[config.mk]
export PLATFORM = sky130hd
export DESIGN_NAME = bus_master_arbiter_flat
export DESIGN_NICKNAME = d
export VERILOG_FILES = /design/src/rtl/bus_master_arbiter_if.sv /design/src/rtl/bus_master_arbiter.sv /design/src/flat_wrapper.sv
export SDC_FILE = /design/constraint.sdc
export NUM_CORES = 1
export LEC_CHECK = 0
export CAP_MARGIN = 10
export CORE_AREA = 2 2 159 161
export CTS_CLUSTER_SIZE = 12
export DETAILED_ROUTE_END_ITERATION = 16
export DIE_AREA = 0 0 161 163
export PLACE_DENSITY = 0.59
export SYNTH_ARGS = -nofsm -noshare
export SYNTH_HDL_FRONTEND = slang
export SYNTH_SLANG_ARGS = --single-unit
[constraint.sdc]
create_clock -name clk -period 3.7 [get_ports clk]
set_input_delay 1.11 -clock clk [delete_from_list [all_inputs] [get_ports clk]]
set_output_delay 1.11 -clock clk [all_outputs]
set_load 0.1 [all_outputs]
[src/rtl/bus_master_arbiter_if.sv]
// Request, bus and status signals shared by the bus master arbiter
// and its environment (requesters plus the single bus slave port).
interface bus_master_arbiter_if #(
    parameter int XLEN = 32
) ();
    logic            ptw_req_valid;
    logic [XLEN-1:0] ptw_req_addr;
    logic [XLEN-1:0] ptw_req_wdata;
    logic            ptw_req_we;
    logic [2:0]      ptw_req_size;
    logic            ptw_req_ready;
    logic [XLEN-1:0] ptw_rsp_rdata;

    logic            dmem_req_valid;
    logic [XLEN-1:0] dmem_req_addr;
    logic [XLEN-1:0] dmem_req_wdata;
    logic            dmem_req_we;
    logic [2:0]      dmem_req_size;
    logic            dmem_req_ready;
    logic [XLEN-1:0] dmem_rsp_rdata;

    logic            imem_req_valid;
    logic [XLEN-1:0] imem_req_addr;
    logic [XLEN-1:0] imem_req_wdata;
    logic            imem_req_we;
    logic [2:0]      imem_req_size;
    logic            imem_req_ready;
    logic [XLEN-1:0] imem_rsp_rdata;

    logic            bus_req_valid;
    logic [XLEN-1:0] bus_req_addr;
    logic [XLEN-1:0] bus_req_wdata;
    logic            bus_req_we;
    logic [2:0]      bus_req_size;
    logic            bus_req_ready;
    logic [XLEN-1:0] bus_rsp_rdata;

    logic            arb_busy;
    logic [1:0]      arb_owner;

    modport master (
        input  ptw_req_valid, ptw_req_addr, ptw_req_wdata,
        input  ptw_req_we, ptw_req_size,
        output ptw_req_ready, ptw_rsp_rdata,
        input  dmem_req_valid, dmem_req_addr, dmem_req_wdata,
        input  dmem_req_we, dmem_req_size,
        output dmem_req_ready, dmem_rsp_rdata,
        input  imem_req_valid, imem_req_addr, imem_req_wdata,
        input  imem_req_we, imem_req_size,
        output imem_req_ready, imem_rsp_rdata,
        output bus_req_valid, bus_req_addr, bus_req_wdata,
        output bus_req_we, bus_req_size,
        input  bus_req_ready, bus_rsp_rdata,
        output arb_busy, arb_owner
    );

    modport slave (
        output ptw_req_valid, ptw_req_addr, ptw_req_wdata,
        output ptw_req_we, ptw_req_size,
        input  ptw_req_ready, ptw_rsp_rdata,
        output dmem_req_valid, dmem_req_addr, dmem_req_wdata,
        output dmem_req_we, dmem_req_size,
        input  dmem_req_ready, dmem_rsp_rdata,
        output imem_req_valid, imem_req_addr, imem_req_wdata,
        output imem_req_we, imem_req_size,
        input  imem_req_ready, imem_rsp_rdata,
        input  bus_req_valid, bus_req_addr, bus_req_wdata,
        input  bus_req_we, bus_req_size,
        output bus_req_ready, bus_rsp_rdata,
        input  arb_busy, arb_owner
    );
endinterface

[src/rtl/bus_master_arbiter.sv]
// Fixed-priority (ptw > dmem > imem) bus arbiter with ownership lock
// until completion and a starvation guard that promotes imem.
module bus_master_arbiter #(
    parameter int XLEN         = 32,
    parameter int STARVE_LIMIT = 8
) (
    input  logic                  clk,
    input  logic                  reset_n,
    bus_master_arbiter_if.master  bif
);
    typedef enum logic {IDLE, LOCKED} state_t;

    localparam logic [1:0] OWN_NONE = 2'd0;
    localparam logic [1:0] OWN_PTW  = 2'd1;
    localparam logic [1:0] OWN_DMEM = 2'd2;
    localparam logic [1:0] OWN_IMEM = 2'd3;
    localparam logic [7:0] LIMIT    = 8'(STARVE_LIMIT);

    state_t     r_state;
    state_t     w_state_nxt;
    logic [1:0] r_owner;
    logic [1:0] w_owner_nxt;
    logic [7:0] r_starve_cnt;
    logic [7:0] w_starve_nxt;
    logic [1:0] w_winner;
    logic [1:0] w_driver;
    logic       w_any;
    logic       w_promote;

    assign w_any = bif.ptw_req_valid | bif.dmem_req_valid
                 | bif.imem_req_valid;
    assign w_promote = bif.imem_req_valid & (r_starve_cnt >= LIMIT);

    always_comb begin
        w_winner = OWN_NONE;
        if (w_promote)
            w_winner = OWN_IMEM;
        else if (bif.ptw_req_valid)
            w_winner = OWN_PTW;
        else if (bif.dmem_req_valid)
            w_winner = OWN_DMEM;
        else if (bif.imem_req_valid)
            w_winner = OWN_IMEM;
    end

    // Outputs are held quiet while reset is asserted, even with requests up.
    always_comb begin
        w_driver = OWN_NONE;
        if (reset_n)
            w_driver = (r_state == LOCKED) ? r_owner : w_winner;
    end

    always_comb begin
        w_state_nxt = r_state;
        w_owner_nxt = r_owner;
        case (r_state)
            IDLE: begin
                if (w_any && !bif.bus_req_ready) begin
                    w_state_nxt = LOCKED;
                    w_owner_nxt = w_winner;
                end
            end
            LOCKED: begin
                if (bif.bus_req_ready) begin
                    w_state_nxt = IDLE;
                    w_owner_nxt = OWN_NONE;
                end
            end
            default: begin
                w_state_nxt = IDLE;
                w_owner_nxt = OWN_NONE;
            end
        endcase
    end

    always_comb begin
        bif.bus_req_addr  = '0;
        bif.bus_req_wdata = '0;
        bif.bus_req_we    = 1'b0;
        bif.bus_req_size  = 3'd0;
        case (w_driver)
            OWN_PTW: begin
                bif.bus_req_addr  = bif.ptw_req_addr;
                bif.bus_req_wdata = bif.ptw_req_wdata;
                bif.bus_req_we    = bif.ptw_req_we;
                bif.bus_req_size  = bif.ptw_req_size;
            end
            OWN_DMEM: begin
                bif.bus_req_addr  = bif.dmem_req_addr;
                bif.bus_req_wdata = bif.dmem_req_wdata;
                bif.bus_req_we    = bif.dmem_req_we;
                bif.bus_req_size  = bif.dmem_req_size;
            end
            OWN_IMEM: begin
                bif.bus_req_addr  = bif.imem_req_addr;
                bif.bus_req_wdata = bif.imem_req_wdata;
                bif.bus_req_we    = bif.imem_req_we;
                bif.bus_req_size  = bif.imem_req_size;
            end
            default: ;
        endcase
    end

    assign bif.bus_req_valid  = (w_driver != OWN_NONE);
    assign bif.ptw_req_ready  = bif.bus_req_ready & (w_driver == OWN_PTW);
    assign bif.dmem_req_ready = bif.bus_req_ready & (w_driver == OWN_DMEM);
    assign bif.imem_req_ready = bif.bus_req_ready & (w_driver == OWN_IMEM);

    assign bif.ptw_rsp_rdata  = bif.ptw_req_ready  ? bif.bus_rsp_rdata : '0;
    assign bif.dmem_rsp_rdata = bif.dmem_req_ready ? bif.bus_rsp_rdata : '0;
    assign bif.imem_rsp_rdata = bif.imem_req_ready ? bif.bus_rsp_rdata : '0;

    assign bif.arb_busy  = (r_state == LOCKED);
    assign bif.arb_owner = w_driver;

    always_comb begin
        w_starve_nxt = r_starve_cnt;
        if (!bif.imem_req_valid || bif.imem_req_ready)
            w_starve_nxt = 8'd0;
        else if (w_driver != OWN_IMEM && r_starve_cnt != 8'hFF)
            w_starve_nxt = r_starve_cnt + 8'd1;
    end

    always_ff @(posedge clk or negedge reset_n) begin
        if (!reset_n) begin
            r_state      <= IDLE;
            r_owner      <= OWN_NONE;
            r_starve_cnt <= 8'd0;
        end else begin
            r_state      <= w_state_nxt;
            r_owner      <= w_owner_nxt;
            r_starve_cnt <= w_starve_nxt;
        end
    end

`ifndef SYNTHESIS
    logic w_owner_valid;
    always_comb begin
        w_owner_valid = 1'b0;
        case (r_owner)
            OWN_PTW:  w_owner_valid = bif.ptw_req_valid;
            OWN_DMEM: w_owner_valid = bif.dmem_req_valid;
            OWN_IMEM: w_owner_valid = bif.imem_req_valid;
            default:  w_owner_valid = 1'b0;
        endcase
    end

    a_owner_holds: assert property (
        @(posedge clk) disable iff (!reset_n)
        (r_state == LOCKED) |-> w_owner_valid
    );
`endif
endmodule

[src/flat_wrapper.sv]
// flat-port wrapper written by rule: the top's interface ports become plain ports
module bus_master_arbiter_flat 
#(
    parameter int XLEN         = 32,
    parameter int STARVE_LIMIT = 8
)
  (clk, reset_n, bif_ptw_req_valid, bif_ptw_req_addr, bif_ptw_req_wdata, bif_ptw_req_we, bif_ptw_req_size, bif_ptw_req_ready, bif_ptw_rsp_rdata, bif_dmem_req_valid, bif_dmem_req_addr, bif_dmem_req_wdata, bif_dmem_req_we, bif_dmem_req_size, bif_dmem_req_ready, bif_dmem_rsp_rdata, bif_imem_req_valid, bif_imem_req_addr, bif_imem_req_wdata, bif_imem_req_we, bif_imem_req_size, bif_imem_req_ready, bif_imem_rsp_rdata, bif_bus_req_valid, bif_bus_req_addr, bif_bus_req_wdata, bif_bus_req_we, bif_bus_req_size, bif_bus_req_ready, bif_bus_rsp_rdata, bif_arb_busy, bif_arb_owner);
  bus_master_arbiter_if #(.XLEN(XLEN)) bif_i ();
  input  logic clk;
  input  logic reset_n;
  input wire logic [$bits(bif_i.ptw_req_valid)-1:0] bif_ptw_req_valid;
  input wire logic [$bits(bif_i.ptw_req_addr)-1:0] bif_ptw_req_addr;
  input wire logic [$bits(bif_i.ptw_req_wdata)-1:0] bif_ptw_req_wdata;
  input wire logic [$bits(bif_i.ptw_req_we)-1:0] bif_ptw_req_we;
  input wire logic [$bits(bif_i.ptw_req_size)-1:0] bif_ptw_req_size;
  output wire logic [$bits(bif_i.ptw_req_ready)-1:0] bif_ptw_req_ready;
  output wire logic [$bits(bif_i.ptw_rsp_rdata)-1:0] bif_ptw_rsp_rdata;
  input wire logic [$bits(bif_i.dmem_req_valid)-1:0] bif_dmem_req_valid;
  input wire logic [$bits(bif_i.dmem_req_addr)-1:0] bif_dmem_req_addr;
  input wire logic [$bits(bif_i.dmem_req_wdata)-1:0] bif_dmem_req_wdata;
  input wire logic [$bits(bif_i.dmem_req_we)-1:0] bif_dmem_req_we;
  input wire logic [$bits(bif_i.dmem_req_size)-1:0] bif_dmem_req_size;
  output wire logic [$bits(bif_i.dmem_req_ready)-1:0] bif_dmem_req_ready;
  output wire logic [$bits(bif_i.dmem_rsp_rdata)-1:0] bif_dmem_rsp_rdata;
  input wire logic [$bits(bif_i.imem_req_valid)-1:0] bif_imem_req_valid;
  input wire logic [$bits(bif_i.imem_req_addr)-1:0] bif_imem_req_addr;
  input wire logic [$bits(bif_i.imem_req_wdata)-1:0] bif_imem_req_wdata;
  input wire logic [$bits(bif_i.imem_req_we)-1:0] bif_imem_req_we;
  input wire logic [$bits(bif_i.imem_req_size)-1:0] bif_imem_req_size;
  output wire logic [$bits(bif_i.imem_req_ready)-1:0] bif_imem_req_ready;
  output wire logic [$bits(bif_i.imem_rsp_rdata)-1:0] bif_imem_rsp_rdata;
  output wire logic [$bits(bif_i.bus_req_valid)-1:0] bif_bus_req_valid;
  output wire logic [$bits(bif_i.bus_req_addr)-1:0] bif_bus_req_addr;
  output wire logic [$bits(bif_i.bus_req_wdata)-1:0] bif_bus_req_wdata;
  output wire logic [$bits(bif_i.bus_req_we)-1:0] bif_bus_req_we;
  output wire logic [$bits(bif_i.bus_req_size)-1:0] bif_bus_req_size;
  input wire logic [$bits(bif_i.bus_req_ready)-1:0] bif_bus_req_ready;
  input wire logic [$bits(bif_i.bus_rsp_rdata)-1:0] bif_bus_rsp_rdata;
  output wire logic [$bits(bif_i.arb_busy)-1:0] bif_arb_busy;
  output wire logic [$bits(bif_i.arb_owner)-1:0] bif_arb_owner;
  assign bif_i.ptw_req_valid = bif_ptw_req_valid;
  assign bif_i.ptw_req_addr = bif_ptw_req_addr;
  assign bif_i.ptw_req_wdata = bif_ptw_req_wdata;
  assign bif_i.ptw_req_we = bif_ptw_req_we;
  assign bif_i.ptw_req_size = bif_ptw_req_size;
  assign bif_ptw_req_ready = bif_i.ptw_req_ready;
  assign bif_ptw_rsp_rdata = bif_i.ptw_rsp_rdata;
  assign bif_i.dmem_req_valid = bif_dmem_req_valid;
  assign bif_i.dmem_req_addr = bif_dmem_req_addr;
  assign bif_i.dmem_req_wdata = bif_dmem_req_wdata;
  assign bif_i.dmem_req_we = bif_dmem_req_we;
  assign bif_i.dmem_req_size = bif_dmem_req_size;
  assign bif_dmem_req_ready = bif_i.dmem_req_ready;
  assign bif_dmem_rsp_rdata = bif_i.dmem_rsp_rdata;
  assign bif_i.imem_req_valid = bif_imem_req_valid;
  assign bif_i.imem_req_addr = bif_imem_req_addr;
  assign bif_i.imem_req_wdata = bif_imem_req_wdata;
  assign bif_i.imem_req_we = bif_imem_req_we;
  assign bif_i.imem_req_size = bif_imem_req_size;
  assign bif_imem_req_ready = bif_i.imem_req_ready;
  assign bif_imem_rsp_rdata = bif_i.imem_rsp_rdata;
  assign bif_bus_req_valid = bif_i.bus_req_valid;
  assign bif_bus_req_addr = bif_i.bus_req_addr;
  assign bif_bus_req_wdata = bif_i.bus_req_wdata;
  assign bif_bus_req_we = bif_i.bus_req_we;
  assign bif_bus_req_size = bif_i.bus_req_size;
  assign bif_i.bus_req_ready = bif_bus_req_ready;
  assign bif_i.bus_rsp_rdata = bif_bus_rsp_rdata;
  assign bif_arb_busy = bif_i.arb_busy;
  assign bif_arb_owner = bif_i.arb_owner;
  bus_master_arbiter #(.XLEN(XLEN), .STARVE_LIMIT(STARVE_LIMIT)) u_core (.clk(clk), .reset_n(reset_n), .bif(bif_i));
endmodule
**Yosys cells after proc, flatten, opt, wreduce, memory -nomap -nowiden**

Cells that the tools add are included.

- Memories: 0
- Word-level logic and storage cells: 48
- Latch bits: 0
- Bits in read-only memories: 0
- Output and inout bits: 171
- Flip-flop bits (word level): 11
- Memory bits (writable): 0
- Bits of input ports: 242

- Mux-type cells: 21
- Add/subtract/negate cells: 1
- Shift operators: 0
- Multipliers: 0
- Order comparisons: 1
- Eq/ne operators: 7
- Bitwise logic cells: 7
- Reduce and logical (&&, ||, !) cells: 8
- Divide/modulo/power cells: 0

Operators with widths:

| operator | count |
|---|---|
| $pmux W32 S3 | 2 |
| $mux W32 | 3 |
| $mux W2 | 8 |
| $mux W8 | 2 |
| $pmux W3 S3 | 1 |
| $add A8 B1 Y8 const B | 1 |
| $ge A8 B4 Y1 const B | 1 |
| $ne A8 B8 Y1 const B | 1 |
| $and A1 B1 Y1 | 4 |
| $eq A2 B2 Y1 const B | 2 |
| $ne A2 B2 Y1 const B | 2 |
| $pmux W2 S2 | 1 |
| $reduce_bool A2 Y1 | 2 |
| $pmux W1 S3 | 1 |
| $eq A2 B1 Y1 const B | 1 |
| $logic_and A1 B1 Y1 | 2 |
| $logic_not A1 Y1 | 2 |
| $mux W1 | 2 |
| $ne A2 B1 Y1 const B | 1 |
| $or A1 B1 Y1 | 2 |
| $pmux W1 S2 | 1 |
| $reduce_and A2 Y1 | 1 |
| $logic_or A1 B1 Y1 | 1 |
| $not A1 Y1 | 1 |

**Longest topological paths before layout**

- Word-level depth: 10
- Mapped depth: 9

**Worst setup path before layout**

No wires, ideal clock.

- Path kind: reg-to-output
- From: register u_core.r_state (netlist: u_core.bif.arb_busy)
- To: output port bif_bus_req_addr[0]
- Arrival: 4.486 ns
- Setup slack: -1.896 ns
- Data required time: 2.590 ns
- Path buffers: 4
- Cell stages (with the launch flop): 9
- Path through: dfrtp_1 -> buf_2 -> nor2_1 -> a21oi_4 -> buf_6 -> buf_6 -> buf_4 -> nand2_1 -> a311oi_1

- Longest elaborated chain between the ends: 4
- Elaborated cells on any way between the ends: 6
- Those cells by class: 3 x eq/ne; 3 x mux

Ends and longest elaborated chain:

| item | RTL line | source |
|---|---|---|
| start, declared | bus_master_arbiter.sv:19 | `state_t r_state;` |
| start signal, assigned | bus_master_arbiter.sv:130 | `r_state <= w_state_nxt;` |
| $mux W2 (*) | bus_master_arbiter.sv:50 | `w_driver = (r_state == LOCKED) ? r_owner : w_winner;` |
| $mux W2 (*) | bus_master_arbiter.sv:49 | `if (reset_n)` |
| $eq A2 B2 Y1 or $eq A2 B1 Y1 (tied branches) | bus_master_arbiter.sv:81 | `case (w_driver)` |
| $pmux W32 S3 (*) | bus_master_arbiter.sv:81 |  |
| end, declared | flat_wrapper.sv:33 | `output wire logic [$bits(bif_i.bus_req_addr)-1:0] bif_bus_req_addr;` |

Every way passes the cells marked *; elsewhere a longest branch is shown, timed or not.

**Worst setup path after layout**

- From: input port bif_dmem_req_valid
- To: output port bif_bus_req_addr[7]

- Longest elaborated chain between the ends: 7
- Elaborated cells on any way between the ends: 9
- Those cells by class: 3 x eq/ne; 6 x mux

Ends and longest elaborated chain:

| item | RTL line | source |
|---|---|---|
| start, declared | flat_wrapper.sv:18 | `input wire logic [$bits(bif_i.dmem_req_valid)-1:0] bif_dmem_req_valid;` |
| $mux W2 (*) | bus_master_arbiter.sv:40 | `else if (bif.dmem_req_valid)` |
| $mux W2 (*) | bus_master_arbiter.sv:38 | `else if (bif.ptw_req_valid)` |
| $mux W2 (*) | bus_master_arbiter.sv:36 | `if (w_promote)` |
| $mux W2 (*) | bus_master_arbiter.sv:50 |  |
| $mux W2 (*) | bus_master_arbiter.sv:49 |  |
| $eq A2 B2 Y1 or $eq A2 B1 Y1 (tied branches) | bus_master_arbiter.sv:81 |  |
| $pmux W32 S3 (*) | bus_master_arbiter.sv:81 |  |

Marked as above.

==> metrics list <==
- Number of synthesized register bits: 11
- Maximum fanout along the worst path: 7
* Area of the die: 26200 sq um
- Number of clock sinks: 11
- Std-Cell Core Area: 24700 sq um
* RSZ-0062 raised after global routing: true
* Detail Placement HPWL: 18.8 mm
* Data required time at the worst endpoint: 2.59 ns
- The tightest min-delay check is of the reg2reg type.
* Data arrival, critical path: 2.73 ns
- CTS built an H-tree with a depth of 1.
- Slowest CP cell: sky130_fd_sc_hd__a311oi_4
- STA classifies the critical path startpoint as a primary input.
- Insertion delay to the later sink of the worst-skew pair: 0.24 ns
* Fmax achieved: 0.260 GHz
- In the final design database the tool counted 1271 nets.
- For this configuration, the core starts out at a cell density of 0.143.
- PortBufs: 412
- After the first detailed-routing iteration, the DRC count stood at 307.
- Post-synthesis cell type count: 41
- The congestion estimate from routability-driven global placement came to 0.830.
- Max-cap violations: 0
- Least setup slack across all paths after layout: -0.140 ns
- Dominant synthesized flop cell: sky130_fd_sc_hd__dfrtp_1
- Final-layout fill cell count: 2050
- Summed over all failing endpoints, the final setup total negative slack is -10.89 ns.
- Antenna violations before repair: 3
* Synthesized Nets: 770
* Endpoint class of the critical path: output pin
- The cell count after synthesis came out at 526.
- The number of hold buffers added after CTS was 0.
- Cell area after layout: 13300 sq um
* Gr usage total: 0.184
- Clock skew: 0.000640 ns
* Post-detailed-routing wire length: 27.6 mm
* Count of antenna-violating nets left after detailed routing: 0
- In this run the power density over the cells is 238 nW/um^2.
- Summing every instance area after synthesis gives 3520 sq um.
- For the pin with the worst max-slew slack, the measured transition is 0.466 ns.
- The flow ran to the end, but the final reports show violations.
- Most numerous cell on the critical path: sky130_fd_sc_hd__buf_12
* Final Max Tran Viols: 0
- Yosys printed 0 warnings.
- Die Span X: 161 microns
* Clk pin slew, worst setup/hold paths: 0.04 ns
- DRC viols: 0
- Across the VDD grid, the largest voltage drop is 0.210 mV.
- WL/cell: 20.3 microns
- Vertical die dimension: 163 microns
- In the final layout, the share of cells above drive strength 1 is 0.575.
- Vias per cell: 4.55
- Final clock period utilization by the worst path: 1.04
- The worst pin sits at a relative slew slack of 0.687.
- Clock root cell: sky130_fd_sc_hd__clkbuf_16
* Endpoints failing setup: 165
* Maximum number of pins on one net before global-route repair: 44
- Synthesized area per cell: 6.69 sq um
- The final route contains 6178 vias.
* Leakage: 5.00 nW
* Number of global-route vias before repair: 6316
- Counting flops with a built-in enable in the synthesized netlist gives 0.
- Sequential element share of the synthesized area: 0.0782
- The critical path is of the in2out type.
* Maximum buffer depth of the clock tree: 2
* I/O pin count: 413
* Ys async rst share: 1.00
- Final design utilization: 0.540
- The first global-routing pass estimated 37.8 mm of wire.
- The first detailed-routing pass ran for 6 iterations.
- Global routing finished with a remaining overflow of 0.
- Final number of hold-violating endpoints: 0
* Slowest stage delay, CP: 0.33 ns
- On the final layout, the worst hold slack is 0.524 ns.
- Worst setup timing slack at the placement stage: -0.645 ns
- CTS tree: yes
- Minimum clock period after layout: 3.84 ns
- Layout overhead on the synthesized area: 279%
* Number of buffers inserted during clock tree synthesis: 3
- Failing checks: setup timing
- In this run the cell area measured after placement is 11500 sq um.
* Cell breakdown of the critical path: buf_6 > a31o_4 > a21oi_4 > buf_8 > buf_12 > buf_12 > nand2_4 > a311oi_4 > buf_12
- After floorplanning, the core was divided into 58 placement rows.
## layer usage
metal / wire [microns] / share of wire / GRT usage
met5: 0 / 0 / 0
met4: 788 / 0.029 / 0.0495
met3: 1490 / 0.054 / 0.0318
met2: 14300 / 0.52 / 0.337
met1: 11100 / 0.40 / 0.220
## placed cells by master, fill, tap and decap left out, types with 2 or more instances in the layout
master                            instances
sky130_fd_sc_hd__clkdlybuf4s50_1        236
sky130_fd_sc_hd__buf_12                 202
sky130_fd_sc_hd__nand2_1                102
sky130_fd_sc_hd__and2_4                  96
sky130_fd_sc_hd__a311oi_4                68
sky130_fd_sc_hd__buf_4                   55
sky130_fd_sc_hd__a21oi_1                 29
sky130_fd_sc_hd__buf_6                   29
sky130_fd_sc_hd__nand2_2                 28
sky130_fd_sc_hd__a21oi_2                 27
sky130_fd_sc_hd__a21oi_4                 21
sky130_fd_sc_hd__clkbuf_16               14
sky130_fd_sc_hd__nand2_4                 12
sky130_fd_sc_hd__buf_8                   11
sky130_fd_sc_hd__inv_1                   10
sky130_fd_sc_hd__o311ai_0                10
sky130_fd_sc_hd__dfrtp_1                 10
sky130_fd_sc_hd__buf_16                   9
sky130_fd_sc_hd__nor2_1                   5
sky130_fd_sc_hd__mux2i_1                  5
sky130_fd_sc_hd__nand3_1                  4
sky130_fd_sc_hd__diode_2                  3
sky130_fd_sc_hd__nor2_4                   3
sky130_fd_sc_hd__nor3_4                   3
sky130_fd_sc_hd__nand4_1                  3
sky130_fd_sc_hd__a211o_1                  2
sky130_fd_sc_hd__o31ai_1                  2
sky130_fd_sc_hd__a221oi_1                 2
sky130_fd_sc_hd__a211oi_1                 2
sky130_fd_sc_hd__o21ai_0                  2
sky130_fd_sc_hd__ha_1                     2
## cell usage after synthesis (2+ instances only)
cell,number,area (sq um)
sky130_fd_sc_hd__a211o_1,2,17.5
sky130_fd_sc_hd__a211oi_1,2,15.0
sky130_fd_sc_hd__a21oi_1,76,380
sky130_fd_sc_hd__a221oi_1,2,17.5
sky130_fd_sc_hd__a311oi_1,38,333
sky130_fd_sc_hd__a311oi_2,30,450
sky130_fd_sc_hd__and2_1,96,601
sky130_fd_sc_hd__buf_2,24,120
sky130_fd_sc_hd__buf_4,16,120
sky130_fd_sc_hd__buf_6,6,67.6
sky130_fd_sc_hd__clkbuf_1,10,37.5
sky130_fd_sc_hd__clkbuf_2,4,20.0
sky130_fd_sc_hd__dfrtp_1,11,275
sky130_fd_sc_hd__ha_1,2,25.0
sky130_fd_sc_hd__inv_1,11,41.3
sky130_fd_sc_hd__mux2i_1,5,50.1
sky130_fd_sc_hd__nand2_1,142,533
sky130_fd_sc_hd__nand3_1,4,20.0
sky130_fd_sc_hd__nand4_1,3,18.8
sky130_fd_sc_hd__nor2_1,8,30.0
sky130_fd_sc_hd__nor3_4,3,48.8
sky130_fd_sc_hd__o21ai_0,2,10.0
sky130_fd_sc_hd__o311ai_0,10,87.6
sky130_fd_sc_hd__o31ai_1,2,15.0
## path summary, 6_finish.rpt
kind                                        start                endpoint  slack [ns]  cells after the start
max                            bif_dmem_req_valid     bif_bus_req_addr[7]       -0.14                      9
min                             u_core.r_owner[0]       u_core.r_owner[0]        0.52                      1
max reg2reg                u_core.r_starve_cnt[4]  u_core.r_starve_cnt[6]        1.43                      8
max in group asynchronous                 reset_n     u_core.bif.arb_busy        2.41                      3
min in group asynchronous                 reset_n       u_core.r_owner[1]        1.11                      3
min reg2reg                     u_core.r_owner[0]       u_core.r_owner[0]        0.52                      1
## power by group
part	internal [mW]	switching [mW]	leakage, nW	total, mW
Sequential	0.128	0.00937	0.146	0.137
Clock	0.145	0.0603	0.0382	0.206
Combinational	1.24	1.59	4.81	2.83
## cell families after synthesis
kind of cell,Yosys count,share of synthesized area
AO/OA/AOI/OAI,174,0.415
flip-flops,11,0.0782
adder cells (fa/ha/maj),2,0.00711
multiplexers,5,0.0142
AND/OR/NAND/NOR,262,0.369
buffers and inverters,72,0.117
## final cells by class
class | count | area (sq um) | area share
clock buffers | 4 | 78.8 | 0.00591
flip-flops and latches | 11 | 277 | 0.0207
diodes | 3 | 7.51 | 0.000563
inverters | 12 | 55.1 | 0.00413
repair buffers | 556 | 7890 | 0.592
well taps | 330 | 413 | 0.0310
multi-input cells | 443 | 4610 | 0.346
## flip-flops by register name (all words and copies together), names as in the netlist
signal / flops
u_core.r_starve_cnt: 8
u_core.r_owner: 2
u_core.bif.arb_busy: 1
## metrics by stage
stage,power (mW),cells
after global placement,2.53,1283
after detailed placement,2.54,1283
after global routing,3.29,1359
after floorplan,1.59,526
final,3.17,1359
after CTS,3.02,1333
## worst max-delay path, delay by kind of cell
kind / cells / cell delay (ns)
compound gates: 3 / 0.75
simple gates: 1 / 0.06
buf+inv: 5 / 0.79
## repair_timing
action | in CTS | in global routing
pin swaps | 44 | 78
gates resized for setup | 128 | 145
cloned | 12 | 13
endpoints found under the setup margin | 170 | 167
setup buffers | 35 | 15
Power figures use the tool's default switching activity.
